## src/rtl/byte_serial_addsub_pkg.sv

```systemverilog
// Shared constants for the byte-serial add/subtract unit: op codes and
// controller state encodings.
package byte_serial_addsub_pkg;

  // Operation select carried on the sub input
  localparam logic ADDSUB_OP_ADD = 1'b0;
  localparam logic ADDSUB_OP_SUB = 1'b1;

  // Controller state encodings
  localparam logic [1:0] IDLE = 2'd0;
  localparam logic [1:0] RUN  = 2'd1;
  localparam logic [1:0] DONE = 2'd2;

  // Width of the byte-step index for a given byte count
  function automatic int idx_width(input int nbytes);
    return (nbytes > 1) ? $clog2(nbytes) : 1;
  endfunction

endpackage

```

## src/rtl/byte_serial_addsub_rca.sv

```systemverilog
// byte_RCA: 8-bit ripple-carry adder used as the shared byte datapath.
module byte_RCA (
  input  logic [7:0] a,
  input  logic [7:0] b,
  input  logic       ci,
  output logic [7:0] s,
  output logic       co
);

  // Ripple the carry through eight full-adder cells
  always_comb begin
    logic c;
    c = ci;
    s = '0;
    for (int unsigned i = 0; i < 8; i++) begin
      s[i] = a[i] ^ b[i] ^ c;
      c    = (a[i] & b[i]) | (a[i] & c) | (b[i] & c);
    end
    co = c;
  end

endmodule

```

## src/rtl/byte_serial_addsub.sv

```systemverilog
// byte_serial_addsub: W-bit add/subtract built from one byte_RCA stepped
// over NBYTES cycles, least-significant byte first, with a start/busy/done
// handshake. Subtraction is A + ~B + 1 with the +1 seeded as the initial carry.
module byte_serial_addsub
  import byte_serial_addsub_pkg::*;
#(
  parameter int NBYTES = 4,
  localparam int W = 8 * NBYTES
) (
  input  logic         clock,
  input  logic         reset,
  input  logic         start,
  input  logic         sub,
  input  logic [W-1:0] data_operandA,
  input  logic [W-1:0] data_operandB,
  output logic         busy,
  output logic         done,
  output logic [W-1:0] data_result,
  output logic         carry_out,
  output logic         overflow
);

  localparam int IDX_W = idx_width(NBYTES);
  localparam logic [IDX_W-1:0] LAST_IDX = IDX_W'(NBYTES - 1);

  logic [1:0]       state;
  logic [IDX_W-1:0] idx;
  logic             carry_q;
  logic [W-1:0]     reg_a;
  logic [W-1:0]     reg_b;

  logic [7:0]       rca_a;
  logic [7:0]       rca_b;
  logic [7:0]       rca_s;
  logic             rca_co;

  // Select the current byte of each latched operand
  always_comb begin
    rca_a = reg_a[8*idx +: 8];
    rca_b = reg_b[8*idx +: 8];
  end

  byte_RCA u_rca (
    .a  (rca_a),
    .b  (rca_b),
    .ci (carry_q),
    .s  (rca_s),
    .co (rca_co)
  );

  // Controller, carry register and result register
  always_ff @(posedge clock) begin
    if (reset) begin
      state       <= IDLE;
      idx         <= '0;
      carry_q     <= 1'b0;
      reg_a       <= '0;
      reg_b       <= '0;
      busy        <= 1'b0;
      done        <= 1'b0;
      data_result <= '0;
      carry_out   <= 1'b0;
      overflow    <= 1'b0;
    end else begin
      done <= 1'b0;
      case (state)
        IDLE, DONE: begin
          if (start) begin
            reg_a       <= data_operandA;
            reg_b       <= (sub == ADDSUB_OP_ADD) ? data_operandB : ~data_operandB;
            carry_q     <= (sub == ADDSUB_OP_SUB);
            idx         <= '0;
            data_result <= '0;
            busy        <= 1'b1;
            state       <= RUN;
          end else begin
            state <= IDLE;
          end
        end
        RUN: begin
          data_result[8*idx +: 8] <= rca_s;
          carry_q                 <= rca_co;
          if (idx == LAST_IDX) begin
            idx       <= '0;
            busy      <= 1'b0;
            done      <= 1'b1;
            carry_out <= rca_co;
            // Operand sign bits are compared after B has been conditionally inverted
            overflow  <= (reg_a[W-1] == reg_b[W-1]) && (rca_s[7] != reg_a[W-1]);
            state     <= DONE;
          end else begin
            idx <= idx + IDX_W'(1);
          end
        end
        default: state <= IDLE;
      endcase
    end
  end

endmodule

```

## config.mk

```make
export PLATFORM = sky130hd
export DESIGN_NAME = byte_serial_addsub
export DESIGN_NICKNAME = d
export VERILOG_FILES = /design/src/rtl/byte_serial_addsub_pkg.sv /design/src/rtl/byte_serial_addsub_rca.sv /design/src/rtl/byte_serial_addsub.sv
export SDC_FILE = /design/constraint.sdc
export NUM_CORES = 1
export LEC_CHECK = 0
export BUFFER_PORTS_ARGS = -buffer_cell sky130_fd_sc_hd__buf_2
export CAP_MARGIN = 0
export CORE_ASPECT_RATIO = 2
export CORE_MARGIN = 2
export CORE_UTILIZATION = 35
export CTS_CLUSTER_SIZE = 24
export DETAILED_ROUTE_END_ITERATION = 8
export REMOVE_ABC_BUFFERS = 1
export SYNTH_ARGS = -nofsm -noshare
export SYNTH_HDL_FRONTEND = slang
export SYNTH_SLANG_ARGS = --single-unit
```

## constraint.sdc

```tcl
create_clock -name clock -period 5.67 [get_ports clock]
set_clock_uncertainty 0.2 [all_clocks]
set_input_delay 1.134 -clock clock [delete_from_list [all_inputs] [get_ports clock]]
set_output_delay 1.134 -clock clock [all_outputs]
set_load 0.01 [all_outputs]
```

==> summary.md, run 1 <==
| Metric | Value |
|---|---|
| Post-DP Area | `between 0.005 and 0.006 mm²` |
| Cell area after synthesis | `0.00476 mm²` |
| Post-CTS resize count | `0` |
| Crit path time final | `4.85 ns` |
| Clk_lat worst skew | `0.36 ns` |
| Placed Instances | `699` |
| DRT iter0 DRCs | `about 130` |
| Synth Warn # | `0` |
| Dominant synthesized flop cell | `dfxtp_1` |
| Drt first pass iters | `4` |
| Distinct cells, synth | `37` |
| Count of final hold-check violations | `0` |
| Critical path arrival | `between 4 and 5 ns` |
| FFs w/ async S/R, synth | `0%` |
| Setup TNS | `0 ns` |
| Startpoint types | `flop` |
| Worst Tran Pin Value | `1.11 ns` |
| Largest net degree at the start of global routing | `between 90 and 100` |
| Tcrit/Tclk final | `85.5%` |
| DP Wirelength | `approximately 8400 µm` |
| CTS root buf | `clkbuf_16` |
| Setup violators final | `0` |
| Fin Hold WS | `0.256 ns` |
| Mapped Cells | `474` |
| Yosys top cell area share | `44.2%` |
| Max Cap Viol | `0` |
| Cell area after layout | `0.00560 mm²` |
| Final count of pins violating max slew | `0` |
| Share of layout cells above drive strength 1 | `around 30%` |
| Fillers | `1346` |
| GP Congestion | `0.759` |
| Die footprint | `0.0146 mm²` |
| Routed wire length | `11000 µm` |
| Port Buffers | `103` |
| Initial antenna violation count | `0` |
| Clk sinks | `105` |
| Seq/Total Area, Yosys | `44.2%` |
| Io pins | `between 100 and 150` |
| Yosys reg bits | `105` |
| Worst Path Required | `5.74 ns` |
| Drt via density | `5.01` |
| Status | `finished clean` |
| Dominant cell type by area after synthesis | `dfxtp_1` |
| Dominant cells by area after synthesis | `dfxtp_1 44%, mux4_2 7.6%, xnor2_1 5.9%, nand2_1 5.4%, a211oi_2 5.0%` |
| Num rows | `60` |
| First-pass GRT wire length | `17900 µm` |
| Syn avg cell area | `10.0 µm²` |
| Avg WL per Cell | `15.4 µm` |
| CTS tree | `built` |
| Fmax | `0.206 GHz` |
| Pwr dens | `304 mW/mm²` |
| Core Box Area | `between 0.01 and 0.015 mm²` |
| Die Y | `169 µm` |
| Final nets | `between 600 and 700` |
| Relative slew margins | `between 20 and 30%` |
| CTS Buffer Depth | `2` |
| Post-CTS Hold Buffers | `0` |
| Clk pin slew, worst setup/hold paths | `0.08 ns` |
| EDFF count, synth | `0` |
| Static Leak | `2.19 nW` |
| Die Width | `86.4 µm` |
| Hold Crit Class | `flop to flop` |
| Post-CTS setup buffers | `0` |
| Number of global-route vias before repair | `3677` |
| RSZ-0062 raised after global routing | `false` |
| CTS Buf Count | `9` |
| Setup Crit Path Kind | `flop to flop` |
| CP Max Fanout | `11` |
| Drc violations | `0` |
| CP Capture Type | `flop` |
| Power Total | `0.00170 W` |
| Non-Filler Instances | `715` |
| Routed via count | `about 3600` |
| Htree depth | `3` |
| Initial core utilization | `~36%` |
| Gr ovfl total | `0` |
| Total GRT Usage | `15.7%` |
| Area grow syn2layout | `17.7%` |
| N_diodes | `0` |
| DRT antenna net count | `0` |
| Peak supply drop | `roughly 0.00015 V` |
==> area by class of cell <==
type / count / area (µm²) / share of cell area, %
Clock buffer: 9 / 225 / 4.02
Clock inverter: 7 / 86.3 / 1.54
Inverter: 16 / 60.1 / 1.07
Multi-Input combinational cell: 316 / 2380 / 42.6
Sequential cell: 105 / 2100 / 37.5
Tap cell: 155 / 194 / 3.46
Timing Repair Buffer: 107 / 548 / 9.79
==> layer usage <==
layer | part of all wire, % | track usage, % | vias to the layer above
met4 | 2.5 | 6.79 | 0
li1 | - | - | 1796
met3 | 3.1 | 2.19 | 13
met1 | 39 | 17.0 | 1695
met5 | 0 | 0 | -
met2 | 55 | 29.4 | 76
==> power breakdown <==
part           total (W)  switching [W]  internal (W)
Combinational   0.000257       0.000146      0.000111
Sequential      0.000802      0.0000248      0.000778
Clock           0.000643       0.000321      0.000322
Total            0.00170       0.000492       0.00121
==> placed cells by master, fill, tap and decap left out, drive strengths merged, types with 3 or more instances in the layout <==
cell | netlist | final
nor2 | 46 | 46
clkbuf | 5 | 9
fa | 8 | 8
nand2 | 68 | 68
nand3 | 10 | 10
inv | 16 | 22
a22o | 24 | 24
ha | 4 | 4
dfxtp | 105 | 105
a21oi | 44 | 44
nor2b | 3 | 3
mux4 | 16 | 16
buf | 32 | 107
nor3 | 3 | 3
or3 | 6 | 6
a211oi | 36 | 36
xnor2 | 32 | 32
==> registers in the layout, summed over array words and instances (netlist names) <==
| register | flops |
|---|---|
| carry_q | 1 |
| idx | 2 |
| carry_out | 1 |
| state | 2 |
| reg_b | 32 |
| reg_a | 32 |
| done | 1 |
| busy | 1 |
| overflow | 1 |
| data_result | 32 |
==> critical path: stages, from the launching register on <==
cell	delay (ns)
dfxtp_1	0.52
buf_4	0.31
mux4_2	0.25
inv_1	0.05
fa_1	0.43
fa_1	0.40
fa_1	0.40
fa_1	0.39
fa_1	0.40
fa_1	0.36
inv_1	0.10
fa_1	0.47
and3b_1	0.24
a211oi_1	0.05
nor3_1	0.18
==> synthesized netlist by cell type (all sizes together) (3+ instances only) <==
library cell / number
buf: 32
a211oi: 36
nand2: 68
xnor2: 32
nor2: 46
clkbuf: 5
nor2b: 3
ha: 4
nand3: 10
mux4: 16
a21oi: 44
dfxtp: 105
fa: 8
nor3: 3
a22o: 24
or3: 6
inv: 16
==> logic make-up after synthesis <==
| family | count (synthesis) | share of synthesized area [%] |
|---|---|---|
| buffers and inverters | 53 | 5.87 |
| AO/OA/AOI/OAI | 107 | 17.9 |
| multiplexers | 16 | 7.58 |
| AND/OR/NAND/NOR | 149 | 14.1 |
| flip-flops | 105 | 44.2 |
| adder cells (fa/ha/maj) | 12 | 4.42 |
| XOR/XNOR | 32 | 5.89 |
==> worst paths after layout <==
path             start         to  slack (ns)  cells after the start
min reg2reg  reg_a[17]  reg_a[17]        0.26                      2
max reg2reg     idx[0]   overflow        0.82                     14
max             idx[0]   overflow        0.82                     14
min          reg_a[17]  reg_a[17]        0.26                      2
==> stage by stage <==
| step | setup WS [ns] | util, % |
|---|---|---|
| after CTS | 0.758 | 41.9 |
| final | 0.821 | 41.9 |
| after floorplan | 0.606 | - |
| after global routing | 0.570 | 41.9 |
| after global placement | 0.844 | 39.6 |
| after detailed placement | 0.774 | 39.6 |
(Power assumes the default switching activity.)
==> run 2, diff against run 1 <==
CORE_ASPECT_RATIO = default   (was 2)
SYNTH_HIERARCHICAL = 1   (was default)
==> run 2 against run 1 <==
Against the previous run: wire length decreased by 1.6%; setup slack worse by 0.18 ns; first-iteration DRC count is 45% higher; cell count up 2.8%; critical path type unchanged; largest cell class unchanged; highest routed layer unchanged.
==> summary.md, run 2 <==
| Metric | Value |
|---|---|
| Port Buffers | `103 (unchanged)` |
| Mapped Cells | `473 (-0.21%)` |
| Status | `finished clean` |
| CTS root buf | `clkbuf_16` |
| CP Capture Type | `flop` |
| Fmax | `0.199 GHz (-3.7%)` |
| Crit path largest cell delay | `0.60 ns (+0.08 ns)` |
| Post-CTS Hold Buffers | `0 (unchanged)` |
| GP Congestion | `0.765 (+0.71%)` |
| RSZ-0062 raised after global routing | `false` |
| Register-to-Register Setup Slack | `0.64 ns (-0.18 ns)` |
| DP Wirelength | `7810 µm (-6.6%)` |
| CTS tree | `built` |
| CP Max Fanout | `11 (unchanged)` |
| Clk_lat worst skew | `0.35 ns (about the same)` |
| Sw Ratio | `25.4% (-3.5 points)` |
| CTS Buf Count | `9 (unchanged)` |
| Max Cap Viol | `0 (unchanged)` |
| Syn avg cell area | `9.88 µm² (-1.6%)` |
| R2r startpoint | `idx[1]` |
| Count leader, synth | `dfxtp_1` |
| Final nets | `636 (+0.16%)` |
| DRT antenna net count | `0 (unchanged)` |
| DRT iter0 DRCs | `187 (+45%)` |
| Setup violators final | `0 (unchanged)` |
| Dominant cells by area after synthesis | `dfxtp_1 45%, mux4_2 7.7%, xnor2_1 6.0%, a211oi_1 5.3%, nand2_1 5.3%` |
| Count of final hold-check violations | `0 (unchanged)` |
| Routed wire length | `10800 µm (-1.6%)` |
| Largest delay share family, worst path | `adder cells` |
| Io pins | `104 (unchanged)` |
| Clk sinks | `105 (unchanged)` |
| Hold Crit Class | `flop to flop` |
| Worst Hold Path EP | `reg_a[13]` |
| Commonest non-fill, non-tap cells in the layout | `104 x dfxtp_1, 102 x buf_2, 66 x nand2_1, 44 x a21oi_1, 39 x nor2_1` |
| Peak supply drop | `0.000144 V (-6.5%)` |
| Routed via count | `3606 (+0.73%)` |
| Seq/Total Area, Yosys | `45.0% (+0.80 points)` |
| Yosys reg bits | `105 (unchanged)` |
| Startpoint types | `flop` |
| Mux contribution to synthesized area | `7.71% (+0.14 points)` |
| Combinational power share | `14.9% (-0.2 points)` |
| Clk pin slew, worst setup/hold paths | `0.06 ns (-0.02 ns)` |
| Area grow syn2layout | `19.3%` |
| FF-to-FF End | `overflow` |
| Avg WL per Cell | `14.8 µm (-4.3%)` |
| Synth Warn # | `6 (+6)` |
| WP buf/inv | `4 (+1)` |
| Initial antenna violation count | `0 (unchanged)` |
| Critical Path Most Common Cell | `fa_1` |
| Distinct cells, synth | `29 (-22%)` |
| Yosys top cell area share | `45.0% (+0.80 points)` |
| CP max-delay cell | `dfxtp_1` |
| Pwr dens | `299 mW/mm² (-1.8%)` |
| EDFF count, synth | `0 (unchanged)` |
| Gr ovfl total | `0 (unchanged)` |
| Htree depth | `3 (unchanged)` |
| Die Width | `120 µm (+38%)` |
| Fin Hold WS | `0.253 ns (-0.00292 ns)` |
| Reg power frac | `48.3% (+1.2 points)` |
| CTS Buffer Depth | `2 (unchanged)` |
| Total GRT Usage | `15.7% (+0.034 points)` |
| Critical path cell sequence | `mux4_2, inv_1, fa_1, inv_1, fa_1, fa_1, fa_1, fa_1, fa_1, fa_1, inv_1, fa_1, inv_1, and3b_1, a211oi_1, nor3_1` |
| Post-CTS setup buffers | `0 (unchanged)` |
| Initial core utilization | `35.6% (-0.037 points)` |
| Largest family of logic cells by synthesized area | `compound AO/OA/AOI/OAI gates` |
| Die Y | `120 µm (-29%)` |
| Largest regs | `data_result: 32 flops, reg_a: 32 flops, reg_b: 32 flops` |
| Internal | `0.00124 W (+2.5%)` |
| Number of global-route vias before repair | `3532 (-3.9%)` |
| Crit path time final | `5.03 ns (+0.184 ns)` |
| FFs w/ async S/R, synth | `0% (unchanged)` |
| Post-CTS resize count | `0 (unchanged)` |
| Synth Area in XOR/XNOR | `6.00% (+0.11 points)` |
| R2R cell count | `16 (+2)` |
| First-pass GRT wire length | `17800 µm (-0.35%)` |
| Psw | `0.000423 W (-14%)` |
| Drt via density | `4.91 (-2.0%)` |
| Critical path depth in cells | `16 (+2)` |
| Share of layout cells above drive strength 1 | `26.1% (-3.5 points)` |
| Drt first pass iters | `4 (unchanged)` |
| Synth Area in Simple Gates | `15.3% (+1.1 points)` |
| Final Core Density | `42.4% (+0.52 points)` |
| N_diodes | `0 (unchanged)` |
| Relative slew margins | `34.6% (+8.6 points)` |
| Dominant cell type by area after synthesis | `dfxtp_1` |
| Commonest cells post-synth | `105 x dfxtp_1, 66 x nand2_1, 44 x a21oi_1` |
| Worst Tran Pin Value | `0.981 ns (-0.129 ns)` |
| Hold depth | `2 (unchanged)` |
| Largest net degree at the start of global routing | `93 (-1.1%)` |
| Core Box Area | `0.0131 mm² (-1.7%)` |
| Worst Path Required | `5.66 ns (-0.08 ns)` |
| Setup Crit Path Kind | `flop to flop` |
| Drc violations | `0 (unchanged)` |
| Final count of pins violating max slew | `0 (unchanged)` |
| Dominant synthesized flop cell | `dfxtp_1` |
| Tcrit/Tclk final | `88.8% (+3.2 points)` |
| Critical path arrival | `5.02 ns (+0.10 ns)` |
| Static Leak | `2.24 nW (+2.4%)` |
| Cell area after synthesis | `0.00467 mm² (-1.8%)` |
| Die footprint | `0.0143 mm² (-2.1%)` |
| Fillers | `1325 (-1.6%)` |
| Post-Synth Adder-Cell Area | `5.03% (+0.62 points)` |
| Setup TNS | `0 ns (unchanged)` |
| Clk pwr share | `36.8% (-1.0 points)` |
| Num rows | `42 (-30%)` |
| Most common cell after layout, fill and taps aside | `dfxtp_1` |
| Complex-gate fraction of the synthesized area | `16.2% (-1.7 points)` |
| Worst hold start | `reg_a[13]` |
==> run 2: metrics by stage <==
step                      instance area, µm²  worst slack [ns]  std cells  total power (W)
final                                   5570             0.636        735          0.00166
after global routing                    5570             0.349        735          0.00175
after CTS                               5570             0.608        735          0.00168
after detailed placement                5280             0.615        719          0.00107
after global placement                  5280             0.690        719          0.00107
after floorplan                         4500             0.152        435         0.000978
==> run 2: cells by family after synthesis <==
| logic type | after synthesis |
|---|---|
| AND/OR/NAND/NOR | 148 |
| flip-flops | 105 |
| multiplexers | 16 |
| adder cells (fa/ha/maj) | 14 |
| buffers and inverters | 51 |
| XOR/XNOR | 32 |
| AO/OA/AOI/OAI | 107 |
==> run 2: layout make-up <==
class / instances / area (µm²) / area share [%]
clock buffer: 13 / 250 / 4.49
sequential: 105 / 2100 / 37.7
multi-input combinational: 317 / 2350 / 42.3
timing repair buffer: 108 / 556 / 9.97
tap: 176 / 220 / 3.95
inverter: 13 / 48.8 / 0.876
clock inverter: 3 / 40.0 / 0.718
==> run 2: tightest hold or removal path, cell delays in order, from the launching register on <==
cell and delay, ns:
dfxtp_1 0.31, nand2_1 0.05, a21oi_1 0.05
==> run 2: per-layer routing <==
layer	share of wire, %	global-route usage, %	vias up
li1	-	-	1814
met1	49	21.1	1695
met2	45	25.0	86
met3	4.9	3.99	11
met4	1.4	5.07	0
met5	0	0	-
==> run 2: how the worst max path moves through the flow <==
stage | startpoint | end | slack [ns]
4_1_cts | idx[1] | overflow | 0.61
6_report | idx[1] | overflow | 0.64
3_3_place_gp | idx[1] | overflow | 0.69
2_1_floorplan | start | data_result[21] | 0.15
3_5_place_dp | idx[1] | overflow | 0.62
5_1_grt | idx[1] | overflow | 0.35
==> run 2: power groups by stage <==
stage	clock network (W)	logic, W	registers [W]
4_1_cts	0.000627	0.000251	0.000804
5_1_grt	0.000660	0.000280	0.000808
6_report	0.000613	0.000247	0.000803
3_5_place_dp	0	0.000250	0.000820
3_3_place_gp	0	0.000247	0.000818
2_1_floorplan	0	0.000159	0.000819
